**config.mk**
```make
export PLATFORM = sky130hd
export DESIGN_NAME = bcd_scan_ctrl
export DESIGN_NICKNAME = d
export VERILOG_FILES = /design/src/rtl/bcd_pkg.sv /design/src/rtl/bcd_scan_ctrl_digit_scan.sv /design/src/rtl/bcd_scan_ctrl.sv
export SDC_FILE = /design/constraint.sdc
export NUM_CORES = 1
export LEC_CHECK = 0
export BUFFER_PORTS_ARGS = -buffer_cell sky130_fd_sc_hd__buf_2
export CAP_MARGIN = 20
export CELL_PAD_IN_SITES_DETAIL_PLACEMENT = 0
export CELL_PAD_IN_SITES_GLOBAL_PLACEMENT = 1
export CORE_MARGIN = 5
export CORE_UTILIZATION = 41
export DETAILED_ROUTE_END_ITERATION = 12
export PLACE_DENSITY_LB_ADDON = 0.2
export SYNTH_ARGS = -nofsm -noshare
export SYNTH_HDL_FRONTEND = slang
export SYNTH_SLANG_ARGS = --single-unit
```
**constraint.sdc**
```tcl
create_clock -name clk -period 1.64 [get_ports clk]
set_input_delay 0 -clock clk [delete_from_list [all_inputs] [get_ports clk]]
set_output_delay 0 -clock clk [all_outputs]
set_load 0.02 [all_outputs]
```
**src/rtl/bcd_pkg.sv**
```systemverilog
// rtl/bcd_pkg.sv - shared types and constants for the BCD conversion and scan path
package bcd_pkg;

  typedef enum logic [1:0] {
    IDLE  = 2'd0,
    SHIFT = 2'd1,
    LOAD  = 2'd2
  } state_t;

  typedef logic [3:0] bcd_digit_t;

  localparam bcd_digit_t BCD_NINE = 4'h9;

  // Constant function for elaboration-time decimal limits; 64 bits covers 10^8 easily.
  function automatic logic [63:0] pow10(input int d);
    logic [63:0] p;
    p = 64'd1;
    for (int i = 0; i < d; i++) begin
      p = p * 64'd10;
    end
    return p;
  endfunction

  function automatic int max_int(input int a, input int b);
    return (a > b) ? a : b;
  endfunction

endpackage

```
**src/rtl/bcd_scan_ctrl_digit_scan.sv**
```systemverilog
// rtl/bcd_scan_ctrl_digit_scan.sv - free-running digit multiplexer for the shared 7-segment decoder
module digit_scan
  import bcd_pkg::*;
#(
  parameter int DIGITS   = 4,
  parameter int SCAN_DIV = 50000
) (
  input  logic                  clk,
  input  logic                  rst_n,
  input  logic [4*DIGITS-1:0]   bcd,
  output bcd_digit_t            digit_bcd,
  output logic [DIGITS-1:0]     digit_sel
);

  localparam int PW = (SCAN_DIV > 1) ? $clog2(SCAN_DIV) : 1;
  localparam int IW = (DIGITS > 1) ? $clog2(DIGITS) : 1;

  logic [PW-1:0] pre;
  logic [IW-1:0] idx;
  logic [IW-1:0] idx_d;
  logic          pre_wrap;

  always_comb begin
    pre_wrap = (pre == PW'(SCAN_DIV - 1));
    idx_d    = idx;
    if (pre_wrap) begin
      idx_d = (idx == IW'(DIGITS - 1)) ? '0 : idx + IW'(1);
    end
  end

  // Outputs are registered from the next index so nibble and enable move on the same edge.
  always_ff @(posedge clk or negedge rst_n) begin
    if (!rst_n) begin
      pre       <= '0;
      idx       <= '0;
      digit_bcd <= '0;
      digit_sel <= ~DIGITS'(1);
    end else begin
      pre       <= pre_wrap ? '0 : pre + PW'(1);
      idx       <= idx_d;
      digit_bcd <= bcd[4*idx_d +: 4];
      digit_sel <= ~(DIGITS'(1) << idx_d);
    end
  end

endmodule

```
**src/rtl/bcd_scan_ctrl.sv**
```systemverilog
// rtl/bcd_scan_ctrl.sv - iterative binary-to-BCD converter with multiplexed digit scan output
module bcd_scan_ctrl
  import bcd_pkg::*;
#(
  parameter int N        = 10,
  parameter int DIGITS   = 4,
  parameter int SCAN_DIV = 50000
) (
  input  logic                  clk,
  input  logic                  rst_n,
  input  logic                  start,
  input  logic [N-1:0]          num_b,
  output logic                  busy,
  output logic                  done,
  output logic                  ovf,
  output logic [4*DIGITS-1:0]   bcd_out,
  output bcd_digit_t            digit_bcd,
  output logic [DIGITS-1:0]     digit_sel
);

  localparam int BW    = 4 * DIGITS;
  localparam int CW    = max_int(N, BW) + 1;
  localparam int CNT_W = $clog2(N + 1);

  localparam logic [63:0]   LIMIT64 = pow10(DIGITS);
  localparam logic [CW-1:0] LIMIT   = LIMIT64[CW-1:0];
  // When N bits cannot reach 10^DIGITS the overflow flag is tied off.
  localparam bit CAN_OVF = (N >= 63) || (((64'd1 << N) - 64'd1) >= LIMIT64);

  state_t           state, state_d;
  logic [N-1:0]     bin;
  logic [BW-1:0]    work;
  logic [BW-1:0]    adj;
  logic [BW-1:0]    work_shift;
  logic [CNT_W-1:0] cnt;
  logic             last_bit;
  logic             ovf_next;
  logic             ovf_cmp;
  logic             busy_d;
  logic             done_d;

  always_comb begin
    for (int k = 0; k < DIGITS; k++) begin
      adj[4*k +: 4] = (work[4*k +: 4] >= 4'd5) ? work[4*k +: 4] + 4'd3 : work[4*k +: 4];
    end
  end

  assign work_shift = {adj[BW-2:0], bin[N-1]};
  assign last_bit   = (cnt == CNT_W'(N - 1));
  assign ovf_cmp    = CAN_OVF && ({{(CW-N){1'b0}}, num_b} >= LIMIT);

  always_ff @(posedge clk or negedge rst_n) begin
    if (!rst_n) begin
      state <= IDLE;
      busy  <= 1'b0;
      done  <= 1'b0;
    end else begin
      state <= state_d;
      busy  <= busy_d;
      done  <= done_d;
    end
  end

  always_comb begin
    state_d = state;
    case (state)
      IDLE:    if (start) state_d = SHIFT;
      SHIFT:   if (last_bit) state_d = LOAD;
      LOAD:    state_d = IDLE;
      default: state_d = IDLE;
    endcase
    busy_d = (state_d != IDLE);
    done_d = (state_d == LOAD);
  end

  // The result is committed on the edge entering LOAD so it is visible alongside done.
  always_ff @(posedge clk or negedge rst_n) begin
    if (!rst_n) begin
      bin      <= '0;
      work     <= '0;
      cnt      <= '0;
      ovf_next <= 1'b0;
      bcd_out  <= '0;
      ovf      <= 1'b0;
    end else begin
      case (state)
        IDLE: begin
          if (start) begin
            bin      <= num_b;
            work     <= '0;
            cnt      <= '0;
            ovf_next <= ovf_cmp;
          end
        end
        SHIFT: begin
          bin  <= bin << 1;
          work <= work_shift;
          cnt  <= cnt + CNT_W'(1);
          if (last_bit) begin
            bcd_out <= ovf_next ? {DIGITS{BCD_NINE}} : work_shift;
            ovf     <= ovf_next;
          end
        end
        default: ;
      endcase
    end
  end

  digit_scan #(
    .DIGITS   (DIGITS),
    .SCAN_DIV (SCAN_DIV)
  ) u_scan (
    .clk       (clk),
    .rst_n     (rst_n),
    .bcd       (bcd_out),
    .digit_bcd (digit_bcd),
    .digit_sel (digit_sel)
  );

endmodule

```
==> results of run 1 <==
==> routing by layer <==
layer,vias to the layer above,share of wire (%),track usage [%]
li1,1393,-,-
met1,1345,49,21.8
met2,49,45,25.4
met3,7,4.8,2.77
met4,0,0.98,5.08
met5,-,0,0
==> logic make-up after synthesis <==
family | count (synthesis) | share of synthesized area, %
AO/OA/AOI/OAI | 92 | 14.5
XOR/XNOR | 17 | 4.20
multiplexers | 6 | 1.94
other | 1 | 0.106
adder cells (fa/ha/maj) | 12 | 4.23
flip-flops | 76 | 53.7
buffers and inverters | 31 | 3.95
AND/OR/NAND/NOR | 124 | 17.3
==> stage by stage <==
| step | TNS [ns] | cell area (sq um) | setup WS (ns) | power [mW] | hold WS (ns) |
|---|---|---|---|---|---|
| after floorplan | -0.578 | 3550 | -0.141 | 4.80 | -0.296 |
| after global placement | -0.299 | 4100 | -0.0785 | 5.85 | -0.0197 |
| after detailed placement | -0.858 | 4100 | -0.184 | 5.89 | -0.0168 |
| after CTS | -0.612 | 4430 | -0.155 | 7.31 | 0.157 |
| after global routing | -1.11 | 4470 | -0.253 | 7.96 | 0.188 |
| final | -0.580 | 4470 | -0.153 | 7.34 | 0.152 |
==> where the power goes <==
group          total, mW  leakage [nW]  internal [mW]  switching, mW
sequential          2.98         0.962           2.46          0.513
clock               1.39         0.103          0.698          0.691
combinational       2.98          1.03           1.31           1.67
==> area by class of cell <==
cell class                      instances  share of cell area [%]
Clock buffer                            9                    2.77
Clock inverter                          7                    1.51
Inverter                               16                    1.34
Multi-Input combinational cell        252                    35.0
Sequential cell                        76                    42.6
Tap cell                              108                    3.02
Timing Repair Buffer                   86                    13.8
==> worst reg2reg max path, delay by kind of cell, from the launching register on <==
kind / cells / cell delay, ns
simple gates: 2 / 0.62
buf+inv: 1 / 0.16
compound gates: 2 / 0.24
flops: 1 / 0.40
mux: 1 / 0.27
==> worst max path at each step <==
| stage | startpoint | end | slack (ns) | depth (start not counted) |
|---|---|---|---|---|
| finish | u_scan.pre[13]$_DFF_PN0_ | u_scan.digit_bcd[2]$_DFF_PN0_ | -0.15 | 6 |
| global placement | u_scan.pre[13]$_DFF_PN0_ | u_scan.digit_bcd[0]$_DFF_PN0_ | -0.08 | 6 |
| CTS | u_scan.pre[13]$_DFF_PN0_ | u_scan.digit_bcd[2]$_DFF_PN0_ | -0.15 | 6 |
| global route | u_scan.pre[13]$_DFF_PN0_ | u_scan.digit_bcd[1]$_DFF_PN0_ | -0.25 | 6 |
| detailed placement | u_scan.pre[13]$_DFF_PN0_ | u_scan.digit_bcd[1]$_DFF_PN0_ | -0.18 | 6 |
| floorplan | u_scan.pre[0]$_DFF_PN0_ | u_scan.digit_bcd[0]$_DFF_PN0_ | -0.14 | 8 |
==> placed cells by master (no fill, tap or decap), types with 4 or more instances in the layout <==
cell,instances
a31oi_1,4
nand2b_1,5
nor2b_1,12
dlygate4sd3_1,11
inv_1,13
ha_1,11
o21ai_0,36
clkinv_2,4
nor2_1,22
or3b_2,4
a21oi_1,25
nor3_1,5
nand2_1,53
a22oi_1,13
dfrtp_1,73
nand3_1,5
clkbuf_8,9
xnor2_1,14
buf_2,37
buf_4,33
o22ai_1,4
a21oi_2,5
==> state kept, by name (all words and copies together), names as in the netlist <==
| name | count |
|---|---|
| bcd_out | 16 |
| u_scan.idx | 2 |
| u_scan.pre | 16 |
| cnt | 4 |
| done | 1 |
| busy | 1 |
| u_scan.digit_bcd | 4 |
| state | 2 |
| work | 16 |
| bin | 10 |
| u_scan.digit_sel | 4 |
==> repair_timing <==
action | in CTS | in global routing
gates resized for setup | 8 | 11
hold endpoints to repair | 71 | 0
setup endpoints to repair | 10 | 23
hold buffers | 11 | 0
buffers inserted | 0 | 1
pin swaps | 0 | 1
==> implementation parameters, run 1 <==
Parameter                              Value

Detailed routing
  Via count of the routed design ... 2794
  Antenna violation net count after detailed routing ... 0
  Routed length per placed instance ... 14.0 um
  First-pass DRT Iterations ... 4
  Number of remaining DRC errors ... 0
  Detailed-route wire length ... 7.75 mm
  Vias per Instance ... 5.04
  Detailed router's first-iteration violation count ... 73

Worst setup path
  Critical Path End Type ... flop
  Reg2reg path depth ... 6
  Category of cells accounting for the largest share of critical-path delay ... simple AND/OR/NAND/NOR gates
  Worst setup path class ... reg -> reg
  Reg-to-reg endpoint ... u_scan.digit_bcd[2]$_DFF_PN0_
  Source of the worst register-to-register timing path ... u_scan.pre[13]$_DFF_PN0_
  Required arrival time at the worst endpoint ... 1.89 ns
  Buf+Inv Stages, Crit Path ... 1
  Delay of the slowest cell on the worst path ... 0.40 ns
  CP max FO ... 10
  R2R setup slack ... -0.15 ns
  Arrival time reported for the critical path endpoint ... 2.04 ns
  Cell-by-cell listing of the critical path ... nor4bb_2 > and4_4 > mux2i_4 > buf_6 > a21oi_1 > a22oi_1
  Critical path launch point type ... flop
  Critical-path cell with the highest stage delay ... dfrtp_1

Clock network
  Clk root buf ... clkbuf_8
  Maximum count of clock buffers along a single path ... 2
  TritonCTS clock tree ... yes
  Worst-path clk slew ... 0.09 ns
  Sinks on Clock Net ... 76
  Later-pin clock latency in the skew report ... 0.34 ns
  Num CTS Buffers ... 9
  CTS HTree Levels ... 3

STA
  Unrepaired setup endpoints after global routing ... true
  Fin crit share ... 109%
  Max Transition Viols Final ... 0
  Clock tree skew after final layout ... 0.0106 ns
  Max-slew headroom at the worst pin ... 62.8%
  Worst Max-Slew Pin Slew ... 0.559 ns
  Final critical delay including setup and external delays ... 1.79 ns
  Maximum clock rate ... 0.558 GHz
  Worst-case setup margin in the final layout ... -0.153 ns
  Final hold viol count ... 0
  Final-report setup violation count ... 4

Pwr
  Ratio of total power to cell area ... 1640 nW/um^2
  Leak pwr ... 2.10 nW
  Maximum VDD drop ... 622 uV

Yosys
  Net count after synthesis ... 384
  Largest area contributor in the synthesized netlist ... dfrtp_1
  Number of different library cells in the post-synthesis netlist ... 40
  Count of state elements after synthesis ... 76
  Mapped Avg Cell Area ... 9.88 sq um
  Number of flops mapped to enable cells by yosys ... 0
  Yosys warning count ... 0
  Leading register cell type out of synthesis ... dfrtp_1
  Proportion of synthesized chip area in sequential cells ... 53.7%
  Async set or reset register ratio after synthesis ... 100%
  Area share of the leading cell type in the synthesized netlist ... 51.5%
  Most frequent cell after synthesis ... dfrtp_1
  Leading cell types by total area after synthesis ... dfrtp_1, nand2_1, o21ai_0
  Post-synthesis cell count ... 359
  Area of the mapped netlist ... 3550 sq um
  Commonest cells post-synth ... dfrtp_1, nand2_1, o21ai_0

Cells and area
  Antenna diode instance count ... 0
  Filler-free cell count of the finished design ... 554
  Final-stage net count ... 466
  Multi-input logic area ... 1570 sq um
  Share of cells above drive strength 1 ... 26.7%
  Area growth syn-to-layout ... 26.2%
  Filler cells ... 820
  Register Area ... 1910 sq um
  Post-layout util ... 52.1%

GRT
  Number of antenna violations at the first check in global routing ... 0
  Global-route usage over all layers ... 15.8%
  Global-route wire length before repair ... 13.2 mm
  Total grt overflow ... 0
  Pin count of the biggest net entering global routing ... 35
  Number of global-route vias before repair ... 2776

Placement
  # port buffers ... 38
  Routability-driven placement congestion ratio ... 0.774
  Placed wire-length estimate ... 5.59 mm
  Number of placed cells counting well taps ... 526

Die
  Die Span Y ... 103 um
  Count of standard-cell rows ... 34
  Die area ... 10600 sq um
  Area of the core region ... 8590 sq um
  Ports ... 40
  Starting density of the core ... 41.3%
  Die extent in x ... 103 um

Flow run
  Maximum capacitance violations ... 0

Hold path
  Worst min path class ... in -> async

Outcome
  Violated checks ... setup timing
  Result of the run ... finished, violations left
No activity file was read; power rests on OpenSTA's default activity.
==> run 2, diff against run 1 <==
--- a/config.mk
+++ b/config.mk
@@ -13,6 +13,8 @@
 export CORE_UTILIZATION = 41
 export DETAILED_ROUTE_END_ITERATION = 12
 export PLACE_DENSITY_LB_ADDON = 0.2
+export REMOVE_ABC_BUFFERS = 1
+export SLEW_MARGIN = 40
 export SYNTH_ARGS = -nofsm -noshare
 export SYNTH_HDL_FRONTEND = slang
 export SYNTH_SLANG_ARGS = --single-unit
==> run 2 against run 1 <==
The run still ends with setup timing left. Wire length rose by 4.9%. Global-route usage increased by 0.76 points. Design area increased by 1.8%. First-iteration DRC count rose by 44%. Combinational power about the same. Non-clock buffer count rose by 9. Highest routed layer unchanged.
==> implementation parameters, run 2 (synthesized netlist as in run 1, its figures left out) <==
Parameter                              Value

Outcome
  Result of the run ... finished, violations left (unchanged)
  Violated checks ... setup timing (unchanged)

Worst setup path
  Arrival time reported for the critical path endpoint ... 2.00 ns (was 2.04 ns)
  Source of the worst register-to-register timing path ... u_scan.pre[1]$_DFF_PN0_ (was u_scan.pre[13]$_DFF_PN0_)
  Required arrival time at the worst endpoint ... 1.89 ns (about the same)
  Critical path launch point type ... flop (unchanged)
  CP max FO ... 5 (was 10)
  Reg2reg path depth ... 7 (was 6)
  Reg-to-reg endpoint ... u_scan.digit_bcd[3]$_DFF_PN0_ (was u_scan.digit_bcd[2]$_DFF_PN0_)
  R2R setup slack ... -0.11 ns (was -0.15 ns)
  Worst setup path class ... reg -> reg (unchanged)
  Critical Path End Type ... flop (unchanged)

Cells and area
  Leading cell types in the layout, fill and taps excluded ... dfrtp_1, nand2_1, buf_4 (was dfrtp_1, nand2_1, buf_2)
  Final-stage net count ... 475 (was 466)
  Post-layout util ... 53.0% (was 52.1%)
  Most frequent standard cell in the layout excluding fill and tap cells ... dfrtp_1 (unchanged)
  Multi-input logic area ... 1580 sq um (was 1570 sq um)
  Filler-free cell count of the finished design ... 563 (was 554)
  Filler cells ... 842 (was 820)
  Area growth syn-to-layout ... 28.5% (was 26.2%)
  Share of cells above drive strength 1 ... 28.6% (was 26.7%)
  Antenna diode instance count ... 0 (unchanged)
  Register Area ... 1910 sq um (unchanged)
  Biggest regs ... bcd_out x16, u_scan.pre x16, work x16 (unchanged)

Hold path
  Hold path start ... start
  Number of cells on the worst hold path ... 4
  Worst min path class ... in -> reg (was in -> async)
  Worst Hold Path EP ... bin[7]$_DFFE_PN0P_

Die
  Count of standard-cell rows ... 34 (unchanged)
  Ports ... 40 (unchanged)
  Starting density of the core ... 41.3% (unchanged)
  Die extent in x ... 103 um (unchanged)
  Area of the core region ... 8590 sq um (unchanged)
  Die Span Y ... 103 um (unchanged)
  Die area ... 10600 sq um (unchanged)

Detailed routing
  Routed length per placed instance ... 14.4 um (was 14.0 um)
  Antenna violation net count after detailed routing ... 0 (unchanged)
  First-pass DRT Iterations ... 4 (unchanged)
  Via count of the routed design ... 2850 (was 2794)
  Vias per Instance ... 5.06 (was 5.04)
  Number of remaining DRC errors ... 0 (unchanged)
  Detailed-route wire length ... 8.13 mm (was 7.75 mm)
  Detailed router's first-iteration violation count ... 105 (was 73)

Flow run
  Maximum capacitance violations ... 0 (unchanged)

STA
  Max Transition Viols Final ... 0 (unchanged)
  Worst hold slack after final layout ... 0.0890 ns (was 0.152 ns)
  Fin crit share ... 107% (was 109%)
  Worst-case setup margin in the final layout ... -0.108 ns (was -0.153 ns)
  Final hold viol count ... 0 (unchanged)
  Unrepaired setup endpoints after global routing ... true (unchanged)
  Final critical delay including setup and external delays ... 1.75 ns (was 1.79 ns)
  Clock tree skew after final layout ... 0.00925 ns (was 0.0106 ns)
  Sum of negative setup slack ... -0.590 ns (was -0.580 ns)
  Maximum clock rate ... 0.572 GHz (was 0.558 GHz)
  Final-report setup violation count ... 8 (was 4)

GRT
  Number of antenna violations at the first check in global routing ... 0 (unchanged)
  Met3 routing resource usage after global routing ... 4.40% (was 2.77%)
  Global-route wire length before repair ... 13.6 mm (was 13.2 mm)
  Total grt overflow ... 0 (unchanged)
  Most Used Layer, Global Route ... met2 (unchanged)
  Global routing usage on met1 ... 22.1% (was 21.8%)
  Met2 layer usage reported by global route ... 26.2% (was 25.4%)
  Pin count of the biggest net entering global routing ... 39 (was 35)
  Global-route usage over all layers ... 16.6% (was 15.8%)
  Number of global-route vias before repair ... 2785 (was 2776)

Pwr
  Leak pwr ... 2.13 nW (was 2.10 nW)
  Ratio of total power to cell area ... 1620 nW/um^2 (was 1640 nW/um^2)
  Post-route total power ... 7.37 mW (was 7.34 mW)
  Maximum VDD drop ... 841 uV (was 622 uV)

Clock network
  Sinks on Clock Net ... 76 (unchanged)
  CTS HTree Levels ... 3 (unchanged)
  Num CTS Buffers ... 9 (unchanged)
  Worst-path clk slew ... 0.07 ns (was 0.09 ns)
  Later-pin clock latency in the skew report ... 0.34 ns (about the same)
  Clk root buf ... clkbuf_8 (unchanged)
  TritonCTS clock tree ... yes (unchanged)
  Maximum count of clock buffers along a single path ... 2 (unchanged)

Placement
  Placed wire-length estimate ... 5.74 mm (was 5.59 mm)
  # port buffers ... 38 (unchanged)
  Number of placed cells counting well taps ... 531 (was 526)
  Routability-driven placement congestion ratio ... 0.796 (was 0.774)
-- run 2: worst max-delay path, stage by stage (launching register included) --
cell and delay, ns:
dfrtp_1 0.36, ha_2 0.18, and3_4 0.19, and4_4 0.28
mux2i_4 0.27, buf_6 0.15, a21oi_2 0.05, a22oi_1 0.18
-- run 2: cell type report --
type,count,area share [%]
Clock buffer,15,4.09
Clock inverter,1,0.110
Inverter,16,1.37
Multi-Input combinational cell,252,34.6
Sequential cell,76,41.8
Tap cell,108,2.97
Timing Repair Buffer,95,15.0
-- run 2: how the worst max path moves through the flow --
stage                                    endpoint  slack (ns)                startpoint
floorplan           u_scan.digit_bcd[0]$_DFF_PN0_       -0.55   u_scan.pre[0]$_DFF_PN0_
global placement    u_scan.digit_bcd[2]$_DFF_PN0_       -0.07   u_scan.pre[1]$_DFF_PN0_
detailed placement  u_scan.digit_bcd[3]$_DFF_PN0_       -0.13   u_scan.pre[1]$_DFF_PN0_
CTS                 u_scan.digit_bcd[2]$_DFF_PN0_       -0.11  u_scan.pre[13]$_DFF_PN0_
global route        u_scan.digit_bcd[2]$_DFF_PN0_       -0.19   u_scan.pre[1]$_DFF_PN0_
finish              u_scan.digit_bcd[3]$_DFF_PN0_       -0.11   u_scan.pre[1]$_DFF_PN0_
-- run 2: metal layers --
| metal | up-vias | wire [um] |
|---|---|---|
| met5 | - | 0 |
| met4 | 0 | 118 |
| met3 | 10 | 359 |
| met2 | 40 | 3920 |
| met1 | 1390 | 3740 |
| li1 | 1410 | - |
-- run 2: stage by stage --
stage          setup slack, ns  cell area [sq um]
3_5_place_dp            -0.127               4130
4_1_cts                 -0.106               4490
5_1_grt                 -0.187               4560
3_3_place_gp           -0.0720               4130
6_report                -0.108               4560
2_1_floorplan           -0.547               3470
-- run 2: timing repair --
| item | in CTS | in global routing |
|---|---|---|
| setup endpoints to repair | 10 | 20 |
| gates resized for setup | 11 | 18 |
| buffers inserted | 2 | 2 |
| pin swaps | 1 | 5 |
| endpoints found under the hold margin | 65 | 0 |
| cloned | 1 | 0 |
| hold buffers | 11 | 0 |
-- run 2: power breakdown --
part | leakage (nW) | switching (mW) | internal, mW
logic | 1.06 | 1.66 | 1.32
clock network | 0.0997 | 0.650 | 0.716
registers | 0.962 | 0.563 | 2.46
